==> src/rtl/seg7_scan_driver.sv <==
// seg7_scan_driver: time-multiplexed driver for a 4-digit common-anode
// 7-segment display. Staged data moves into the display shadow only at the
// frame boundary (idx 3->0), so a frame never shows a mix of old and new data.
// Each digit slot starts with a GUARD-cycle all-dark interval to suppress ghosting.
// Optional brightness PWM is enabled by defining the macro SEG_SCAN_DIM_EN
// (adds the dim_i port). Without it, the digit is lit for the whole drive phase.
module seg7_scan_driver #(
  parameter int TICK_DIV = 100000,
  parameter int GUARD    = 16
) (
  input  logic        clk,
  input  logic        rst_n,
  input  logic [27:0] seg_i,
  input  logic [3:0]  blank_i,
  input  logic        load_i,
`ifdef SEG_SCAN_DIM_EN
  input  logic [3:0]  dim_i,
`endif
  output logic        load_ack_o,
  output logic        frame_o,
  output logic [6:0]  seg_o,
  output logic [3:0]  an_n_o
);

  localparam int CW = $clog2(TICK_DIV);

  logic [CW-1:0] tick_cnt_r;
  logic [1:0]    idx_r;
  logic [27:0]   stage_seg_r;
  logic [3:0]    stage_blank_r;
  logic          pending_r;
  logic [27:0]   shad_seg_r;
  logic [3:0]    shad_blank_r;
  logic          xfer_r;
`ifdef SEG_SCAN_DIM_EN
  logic [3:0]    dim_shad_r;
`endif

  logic          slot_end_s;
  logic          boundary_s;
  logic [31:0]   tick_ext_s;
  logic          in_guard_s;
  logic          lit_s;
  logic [6:0]    digit_seg_s;
  logic [3:0]    an_sel_s;

  assign slot_end_s = (tick_cnt_r == CW'(TICK_DIV - 1));
  assign boundary_s = slot_end_s && (idx_r == 2'd3);
  assign tick_ext_s = 32'(tick_cnt_r);
  assign in_guard_s = (tick_ext_s < 32'(GUARD));

  // Select the shadow segment code and anode pattern for the current digit.
  always_comb begin
    digit_seg_s = 7'h7F;
    an_sel_s    = 4'hF;
    case (idx_r)
      2'd0: begin digit_seg_s = shad_seg_r[6:0];   an_sel_s = 4'b1110; end
      2'd1: begin digit_seg_s = shad_seg_r[13:7];  an_sel_s = 4'b1101; end
      2'd2: begin digit_seg_s = shad_seg_r[20:14]; an_sel_s = 4'b1011; end
      2'd3: begin digit_seg_s = shad_seg_r[27:21]; an_sel_s = 4'b0111; end
      default: begin digit_seg_s = 7'h7F; an_sel_s = 4'hF; end
    endcase
  end

  // Decide whether the current digit is lit this cycle (guard, blank, PWM).
  always_comb begin
    lit_s = 1'b0;
    if (in_guard_s) begin
      lit_s = 1'b0;
    end else if (shad_blank_r[idx_r]) begin
      lit_s = 1'b0;
    end else begin
`ifdef SEG_SCAN_DIM_EN
      lit_s = (tick_ext_s[3:0] <= dim_shad_r);
`else
      lit_s = 1'b1;
`endif
    end
  end

  // Slot timer and digit index: tick wraps every TICK_DIV cycles, idx follows.
  always_ff @(posedge clk or negedge rst_n) begin
    if (!rst_n) begin
      tick_cnt_r <= '0;
      idx_r      <= 2'd0;
    end else if (slot_end_s) begin
      tick_cnt_r <= '0;
      idx_r      <= idx_r + 2'd1;
    end else begin
      tick_cnt_r <= tick_cnt_r + CW'(1);
      idx_r      <= idx_r;
    end
  end

  // Load handshake: stage loads, transfer to shadow only at the frame boundary.
  always_ff @(posedge clk or negedge rst_n) begin
    if (!rst_n) begin
      stage_seg_r   <= 28'h0000000;
      stage_blank_r <= 4'h0;
      pending_r     <= 1'b0;
      shad_seg_r    <= 28'hFFFFFFF;
      shad_blank_r  <= 4'hF;
      xfer_r        <= 1'b0;
    end else if (boundary_s) begin
      if (load_i) begin
        shad_seg_r   <= seg_i;
        shad_blank_r <= blank_i;
      end else if (pending_r) begin
        shad_seg_r   <= stage_seg_r;
        shad_blank_r <= stage_blank_r;
      end else begin
        shad_seg_r   <= shad_seg_r;
        shad_blank_r <= shad_blank_r;
      end
      xfer_r    <= load_i | pending_r;
      pending_r <= 1'b0;
    end else begin
      xfer_r <= 1'b0;
      if (load_i) begin
        stage_seg_r   <= seg_i;
        stage_blank_r <= blank_i;
        pending_r     <= 1'b1;
      end else begin
        pending_r <= pending_r;
      end
    end
  end

`ifdef SEG_SCAN_DIM_EN
  // Brightness is resampled once per frame so a frame has uniform intensity.
  always_ff @(posedge clk or negedge rst_n) begin
    if (!rst_n) begin
      dim_shad_r <= 4'hF;
    end else if (boundary_s) begin
      dim_shad_r <= dim_i;
    end else begin
      dim_shad_r <= dim_shad_r;
    end
  end
`endif

  // Registered pins; the ack is delayed one cycle so it coincides with frame_o.
  always_ff @(posedge clk or negedge rst_n) begin
    if (!rst_n) begin
      seg_o      <= 7'h7F;
      an_n_o     <= 4'hF;
      frame_o    <= 1'b0;
      load_ack_o <= 1'b0;
    end else begin
      seg_o      <= lit_s ? digit_seg_s : 7'h7F;
      an_n_o     <= lit_s ? an_sel_s : 4'hF;
      frame_o    <= (tick_cnt_r == '0) && (idx_r == 2'd0);
      load_ack_o <= xfer_r;
    end
  end

endmodule

==> config.mk <==
export PLATFORM = sky130hd
export DESIGN_NAME = seg7_scan_driver
export DESIGN_NICKNAME = d
export VERILOG_FILES = /design/src/rtl/seg7_scan_driver.sv
export SDC_FILE = /design/constraint.sdc
export NUM_CORES = 1
export LEC_CHECK = 0
export BUFFER_PORTS_ARGS = -buffer_cell sky130_fd_sc_hd__buf_2
export CAP_MARGIN = 20
export CORE_AREA = 2 2 65 129
export DETAILED_ROUTE_END_ITERATION = 8
export DIE_AREA = 0 0 67 131
export HOLD_SLACK_MARGIN = 0.08
export PLACE_DENSITY = 0.81
export SLEW_MARGIN = 0
export SYNTH_ARGS = -nofsm -noshare
export SYNTH_HDL_FRONTEND = slang
export SYNTH_SLANG_ARGS = --single-unit
==> constraint.sdc <==
create_clock -name clk -period 2.8 [get_ports clk]
set_input_delay 0 -clock clk [delete_from_list [all_inputs] [get_ports clk]]
set_output_delay 0 -clock clk [all_outputs]
set_load 0.05 [all_outputs]
==> run summary, run 1 <==
Max IR drop VDD: 0.0004517 V
Crit Path Max Fanout: 32
post-route cell area: 5386 sq um
Core Area: 7828 sq um
largest net degree at the start of global routing: 66
Simple-Gate Fraction of Synth Area: 0.1109
clk_skew: 0.006153 ns
root buffer cell: clkbuf_16
mux share of post-synthesis cell area: 0.08588
Area Overhead vs Synth: 20.83%
initial antenna violation count: 0
Comb pwr share: 0.069
Longest Clk Path Bufs: 2
Ports: 48
DP Wirelength: 5751 um
total power: 2.820 mW
DP Area: 4767 sq um
Synth Warn #: 0
vias in the first global route: 3179
RSZ-0062 raised after global routing: false
Syn Area/Cell: 10.95 sq um
drt drc: 0
Syn Nets: 449
Leak Pwr: 2.410 nW
sequential power share: 0.526
register area share after synthesis: 0.5622
register bit count reported by yosys: 98
die area: 8777 sq um
flop2flop setup slack: 0.43 ns
max cap viols: 0
die width: 67 um
Gate Count Post-Synth: 407
xor and xnor area share after synthesis: 0.02947
Reg clk slew, reported paths: 0.06 ns
Worst Tran Pin Value: 0.8803 ns
CP Launch Type: flip-flop
Die Y: 131 um
post-layout min period: 2.372 ns
PwrDens: 523.5 nW/um^2
final setup TNS: 0 ns
GPL Wtd Cong: 0.8443
drt wl/cell: 15.40 um
Adder-Cell Fraction of Synth Area: 0.01965
share of cells above drive strength 1: 0.3086
vias per inst: 5.536
total wire length: 8962 um
GR Util met2: 0.3634
CP Class: reg -> reg
internal power: 2.180 mW
antenna-violating nets left: 0
Switching Share: 0.2271
setup violators final: 0
post-route insts no fill: 582
met3 Usage GRT: 0.05137
Post-CTS Setup Inserts: 0
outcome: complete, no violations
CTS tree: built
Global Route met1 Usage: 0.3112
largest family of logic cells by synthesized area: compound AO/OA/AOI/OAI gates
grt peak-use layer: met2
max_slew headroom: 0.4054
Crit. End Element: flip-flop
fin nets: 523
Slew Viols, Final: 0
number of CTS-inserted buffers: 9
Worst-Skew Late Latency: 0.34 ns
DRT iter0 DRCs: 223
Clock Power Share: 0.405
row cnt: 46
R2R cell count: 6
Worst R2R Start: tick_cnt_r[0]
post-placement cell count: 532
Hold Crit Class: in -> async
worst endpoint required time: 3.07 ns
crit share post-route: 0.8472
Final Hold Viols: 0
count of cell types in the netlist: 32
achievable frequency: 421.5 MHz
total vias in the final route: 3222
first-pass GRT wire length: 15170 um
CP Data Arrival Time: 2.64 ns
Port Buffers: 47
WHS: 0.2222 ns
reg-to-reg endpoint: shad_blank_r[3]
Initial Util: 0.5695
Switch Pwr: 0.6404 mW
grt ovf: 0
clk sinks: 98
diode count: 0
H-tree Lvls: 3
Detailed Routing Iterations Pass 1: 6
Synth Area in Compound Gates: 0.1322
Cell Area, Synth: 4458 sq um
GRT Overall Usage: 0.2309
==> logic make-up after synthesis <==
family,after synthesis
buffers and inverters,63
and+or+nand+nor,108
AOI/OAI and AO/OA,83
muxes,33
xor gates and xnor gates,15
DFF,98
adders and majority gates,7
==> synthesized netlist by cell type <==
cell type	count	area (sq um)
a21oi_1	1	5.000
a222oi_1	7	70.07
a41oi_1	1	8.760
and2_1	1	6.260
buf_2	6	30.03
buf_6	3	33.78
clkbuf_1	15	56.30
dfrtp_1	55	1376
dfstp_2	43	1130
ha_1	7	87.58
inv_1	39	146.4
mux2_1	1	11.26
mux2_2	31	349.1
mux4_2	1	22.52
nand2_1	59	221.5
nand3_1	8	40.04
nand3_2	1	10.01
nand4_1	6	37.54
nor2_1	19	71.32
nor2b_1	1	6.260
nor3_1	3	15.01
nor3b_1	1	7.510
nor4_1	6	37.54
nor4b_4	1	23.77
o21ai_0	40	200.2
o221ai_1	1	8.760
o2bb2ai_1	32	280.3
o41ai_2	1	16.27
or2_2	1	6.260
or3_4	1	11.26
xnor2_1	10	87.58
xor2_1	5	43.79
==> flip-flops by register name (all words and copies together) (netlist names) <==
| name | flops |
|---|---|
| an_n_o | 4 |
| frame_o | 1 |
| idx_r | 2 |
| load_ack_o | 1 |
| pending_r | 1 |
| seg_o | 7 |
| shad_blank_r | 4 |
| shad_seg_r | 28 |
| stage_blank_r | 4 |
| stage_seg_r | 28 |
| tick_cnt_r | 17 |
| xfer_r | 1 |
==> cell type report <==
type / count / area (sq um)
clock inverter: 6 / 40.04
sequential: 98 / 2506
tap: 96 / 120.1
fill: 566 / 2441
inverter: 39 / 146.4
timing repair buffer: 87 / 635.6
multi-input combinational: 246 / 1699
clock buffer: 10 / 239.0
==> power by group through the flow <==
stage,Sequential [mW],Clock [mW],Combinational [mW]
final,1.48,1.14,0.196
after detailed placement,1.51,0,0.160
after global routing,1.49,1.24,0.223
after global placement,1.50,0,0.155
after floorplan,1.50,0,0.0827
after CTS,1.48,1.17,0.197
==> worst max path at each step <==
| stage | start | endpoint | slack (ns) | depth (start not counted) |
|---|---|---|---|---|
| floorplan | tick_cnt_r[0] | shad_blank_r[0] | 0.71 | 6 |
| global placement | tick_cnt_r[0] | shad_seg_r[25] | 0.53 | 6 |
| detailed placement | tick_cnt_r[0] | shad_seg_r[16] | 0.45 | 6 |
| CTS | tick_cnt_r[0] | shad_blank_r[3] | 0.42 | 6 |
| global route | tick_cnt_r[0] | shad_seg_r[16] | 0.30 | 6 |
| finish | tick_cnt_r[0] | shad_blank_r[3] | 0.43 | 6 |
==> what timing repair did <==
| item | in CTS | in global routing |
|---|---|---|
| resized for setup | 0 | 0 |
| endpoints found under the hold margin | 101 | 0 |
| hold buffers | 34 | 0 |
| setup endpoints to repair | 0 | 0 |
==> critical path, stage by stage (launching register included) <==
cell and delay (ns):
dfrtp_1 0.40, ha_1 0.29, nand3_2 0.16, or3_4 0.43, nor4b_4 0.21, buf_4 0.40
mux2_2 0.40
==> placed cells by master (no fill, tap or decap), types with 2 or more instances in the layout <==
master / Yosys / routed
buf_2: 6 / 46
inv_6: 0 / 2
nor2_1: 19 / 18
dfrtp_1: 55 / 55
nor3_1: 3 / 3
o21ai_0: 40 / 40
nand4_1: 6 / 6
xnor2_1: 10 / 10
clkbuf_16: 0 / 9
mux2_2: 31 / 31
dlygate4sd3_1: 0 / 34
inv_1: 39 / 39
ha_1: 7 / 7
clkinv_2: 0 / 3
nor4_1: 6 / 6
buf_4: 0 / 6
nand2_1: 59 / 59
dfstp_2: 43 / 43
a222oi_1: 7 / 7
nand3_1: 8 / 8
xor2_1: 5 / 5
o2bb2ai_1: 32 / 32
==> through the flow <==
| step | worst slack, ns | util |
|---|---|---|
| floorplan | 0.7055 | - |
| global placement | 0.5267 | 0.6090 |
| detailed placement | 0.4508 | 0.6090 |
| CTS | 0.4200 | 0.6881 |
| global route | 0.3045 | 0.6881 |
| finish | 0.4278 | 0.6881 |
==> layer usage <==
layer	vias up	wire, um
met2	89	4316
li1	1545	-
met3	15	399
met5	-	0
met4	0	165
met1	1573	4080
Note: power is estimated with default switching activity, not from simulation.
==> run 2, diff against run 1 <==
--- a/config.mk
+++ b/config.mk
@@ -7,11 +7,11 @@
 export LEC_CHECK = 0
 export BUFFER_PORTS_ARGS = -buffer_cell sky130_fd_sc_hd__buf_2
 export CAP_MARGIN = 20
-export CORE_AREA = 2 2 65 129
+export CORE_AREA = 2 2 68 135
 export DETAILED_ROUTE_END_ITERATION = 8
-export DIE_AREA = 0 0 67 131
+export DIE_AREA = 0 0 70 137
 export HOLD_SLACK_MARGIN = 0.08
-export PLACE_DENSITY = 0.81
+export PLACE_DENSITY = 0.78
 export SLEW_MARGIN = 0
 export SYNTH_ARGS = -nofsm -noshare
 export SYNTH_HDL_FRONTEND = slang
==> constraint.sdc (replaced) <==
create_clock -name clk -period 1.95 [get_ports clk]
set_input_delay 0 -clock clk [delete_from_list [all_inputs] [get_ports clk]]
set_output_delay 0 -clock clk [all_outputs]
set_load 0.05 [all_outputs]
==> run 2 against run 1 <==
  * Final cell count rose by 7.2%
  * The flow now finishes with violations (setup timing)
  * Wire length grew 28%
  * Maximum frequency is 14% higher
  * Sequential cell count did not move
  * Clock skew decreased by 0.0011 ns
  * Utilization grew 0.92 points
  * Count of clock-buffer cells in the layout rose by 4
  * Critical path type unchanged
  * Register-to-register slack got worse by 0.56 ns
  * Global-route usage up 2.0 points
==> run summary, run 2 (synthesis results as in run 1) <==
antenna-violating nets left: 0 (unchanged)
detailed-routing wirelength on met1: 4203 um (+3.0%)
number of CTS-inserted buffers: 9 (unchanged)
GPL Wtd Cong: 0.8453 (+0.12%)
Switching Share: 0.2159 (-0.01124)
Clock Power Share: 0.421 (+0.016)
Switch Pwr: 0.9102 mW (+42%)
GRT Overall Usage: 0.2505 (+0.01965)
R2R cell count: 7 (+1)
Slew Viols, Final: 0 (unchanged)
top flop regs: shad_seg_r: 28 flops, stage_seg_r: 28 flops, tick_cnt_r: 17 flops
CTS tree: built
max_slew headroom: 0.6060 (+0.2006)
metal2 WL: 6149 um (+42%)
WHS: 0.2087 ns (-0.01343 ns)
post-route insts no fill: 624 (+7.2%)
DRT iter0 DRCs: 221 (-0.90%)
Detailed Routing Iterations Pass 1: 4 (-2)
Initial Util: 0.5227 (-0.04679)
Comb pwr share: 0.074 (+0.005)
post-layout min period: 2.079 ns (-0.2929 ns)
Reg clk slew, reported paths: 0.06 ns (about the same)
drt wl/cell: 18.41 um (+20%)
Worst-Skew Late Latency: 0.34 ns (about the same)
clk_skew: 0.005066 ns (-0.001087 ns)
post-placement cell count: 562 (+5.6%)
total vias in the final route: 3552 (+10%)
Worst Tran Pin Value: 0.5909 ns (-0.2894 ns)
fill count: 576 (+1.8%)
Ports: 48 (unchanged)
Longest Clk Path Bufs: 2 (unchanged)
max cap viols: 0 (unchanged)
RSZ-0062 raised after global routing: true
worst endpoint required time: 2.22 ns (-0.85 ns)
Area Overhead vs Synth: 33.40%
final worst slack: -0.1293 ns (-0.5571 ns)
die width: 70 um (+4.5%)
Util after Layout: 0.6973 (+0.009191)
vias per inst: 5.692 (+2.8%)
internal power: 3.307 mW (+52%)
diode count: 0 (unchanged)
Post-Place Setup Slack: -0.1185 ns (-0.5693 ns)
share of cells above drive strength 1: 0.3626 (+0.05395)
CP Launch Type: flip-flop
root buffer cell: clkbuf_16
Crit. End Element: flip-flop
grt ovf: 0 (unchanged)
flop2flop setup slack: -0.13 ns (-0.56 ns)
total power: 4.217 mW (+50%)
violated checks: setup timing
setup violators final: 32 (+32)
reg-to-reg endpoint: shad_seg_r[0]
Port Buffers: 47 (unchanged)
beginning of the critical path: tick_cnt_r[1]
Hold Crit Class: in -> async
PwrDens: 709.1 nW/um^2 (+35%)
commonest non-fill, non-tap cell in the layout: nand2_1
largest net degree at the start of global routing: 45 (-32%)
DP Wirelength: 7207 um (+25%)
outcome: finished, violations left
first-pass GRT wire length: 18320 um (+21%)
initial antenna violation count: 0 (unchanged)
Worst R2R Start: tick_cnt_r[1]
achievable frequency: 480.9 MHz (+14%)
Final Hold Viols: 0 (unchanged)
Crit Path Max Fanout: 8 (-75%)
total wire length: 11490 um (+28%)
CP Class: reg -> reg
H-tree Lvls: 3 (unchanged)
clk sinks: 98 (unchanged)
Max IR drop VDD: 0.0005381 V (+19%)
Core Area: 8528 sq um (+9.0%)
met3 WL: 397 um (-0.50%)
Die Y: 137 um (+4.6%)
DP Area: 5012 sq um (+5.1%)
commonest non-fill, non-tap cells in the layout: nand2_1 (59), dfrtp_1 (55), buf_2 (46), dfstp_2 (43), o21ai_0 (40)
row cnt: 48 (+4.3%)
vias in the first global route: 3787 (+19%)
Leak Pwr: 2.668 nW (+11%)
sequential power share: 0.505 (-0.021)
post-route cell area: 5947 sq um (+10%)
die area: 9590 sq um (+9.3%)
crit share post-route: 1.066 (+0.2191)
Highest Signal Layer: met4
fin nets: 561 (+7.3%)
CP Data Arrival Time: 2.34 ns (-0.30 ns)
final setup TNS: -3.320 ns (-3.320 ns)
drt drc: 0 (unchanged)
## run 2: changes by cell type in the layout (fill, tap and decap cells not counted), sizes merged
cell	before	now
buf	53	90
bufinv	0	1
clkbuf	10	15
clkinv	3	1
clkinvlp	1	0
inv	41	39
## run 2: how the worst max path moves through the flow
stage	endpoint	cells past startpoint
finish	shad_seg_r[0]	7
detailed placement	shad_seg_r[27]	6
floorplan	shad_blank_r[0]	6
CTS	shad_seg_r[26]	8
global route	shad_seg_r[0]	7
global placement	shad_seg_r[19]	6
## run 2: critical path, stage by stage (launching register included)
cell and delay, ns:
dfrtp_1 0.39, ha_4 0.16, nand3_4 0.07, or3_4 0.40, nor4b_4 0.33, buf_4 0.20, buf_12 0.15, mux2_4 0.31
## run 2: what timing repair did
| action | in CTS | in global routing |
|---|---|---|
| buffers inserted | 7 | 3 |
| hold buffers | 34 | 0 |
| resized for setup | 39 | 4 |
| endpoints found under the setup margin | 34 | 33 |
| cloned | 3 | 1 |
| endpoints found under the hold margin | 98 | 0 |
| pin swaps | 4 | 4 |
## run 2: routing by layer
layer / vias to the layer above / GRT usage
met5: - / 0
met1: 1776 / 0.2668
li1: 1621 / -
met3: 51 / 0.04050
met4: 0 / 0.1709
met2: 104 / 0.4471
## run 2: layout make-up
class	count	area, sq um	area share
clock buffer	14	264.0	0.04439
clock inverter	2	35.03	0.005891
inverter	39	146.4	0.02462
multi-input combinational	246	1858	0.3124
sequential	98	2506	0.4214
tap	100	125.1	0.02104
timing repair buffer	125	1012	0.1702
## run 2: power by group through the flow
stage,Clock (mW),Sequential [mW],Combinational (mW)
floorplan,0,2.15,0.119
global placement,0,2.16,0.234
detailed placement,0,2.16,0.244
CTS,1.80,2.13,0.302
global route,1.87,2.13,0.347
finish,1.77,2.13,0.313
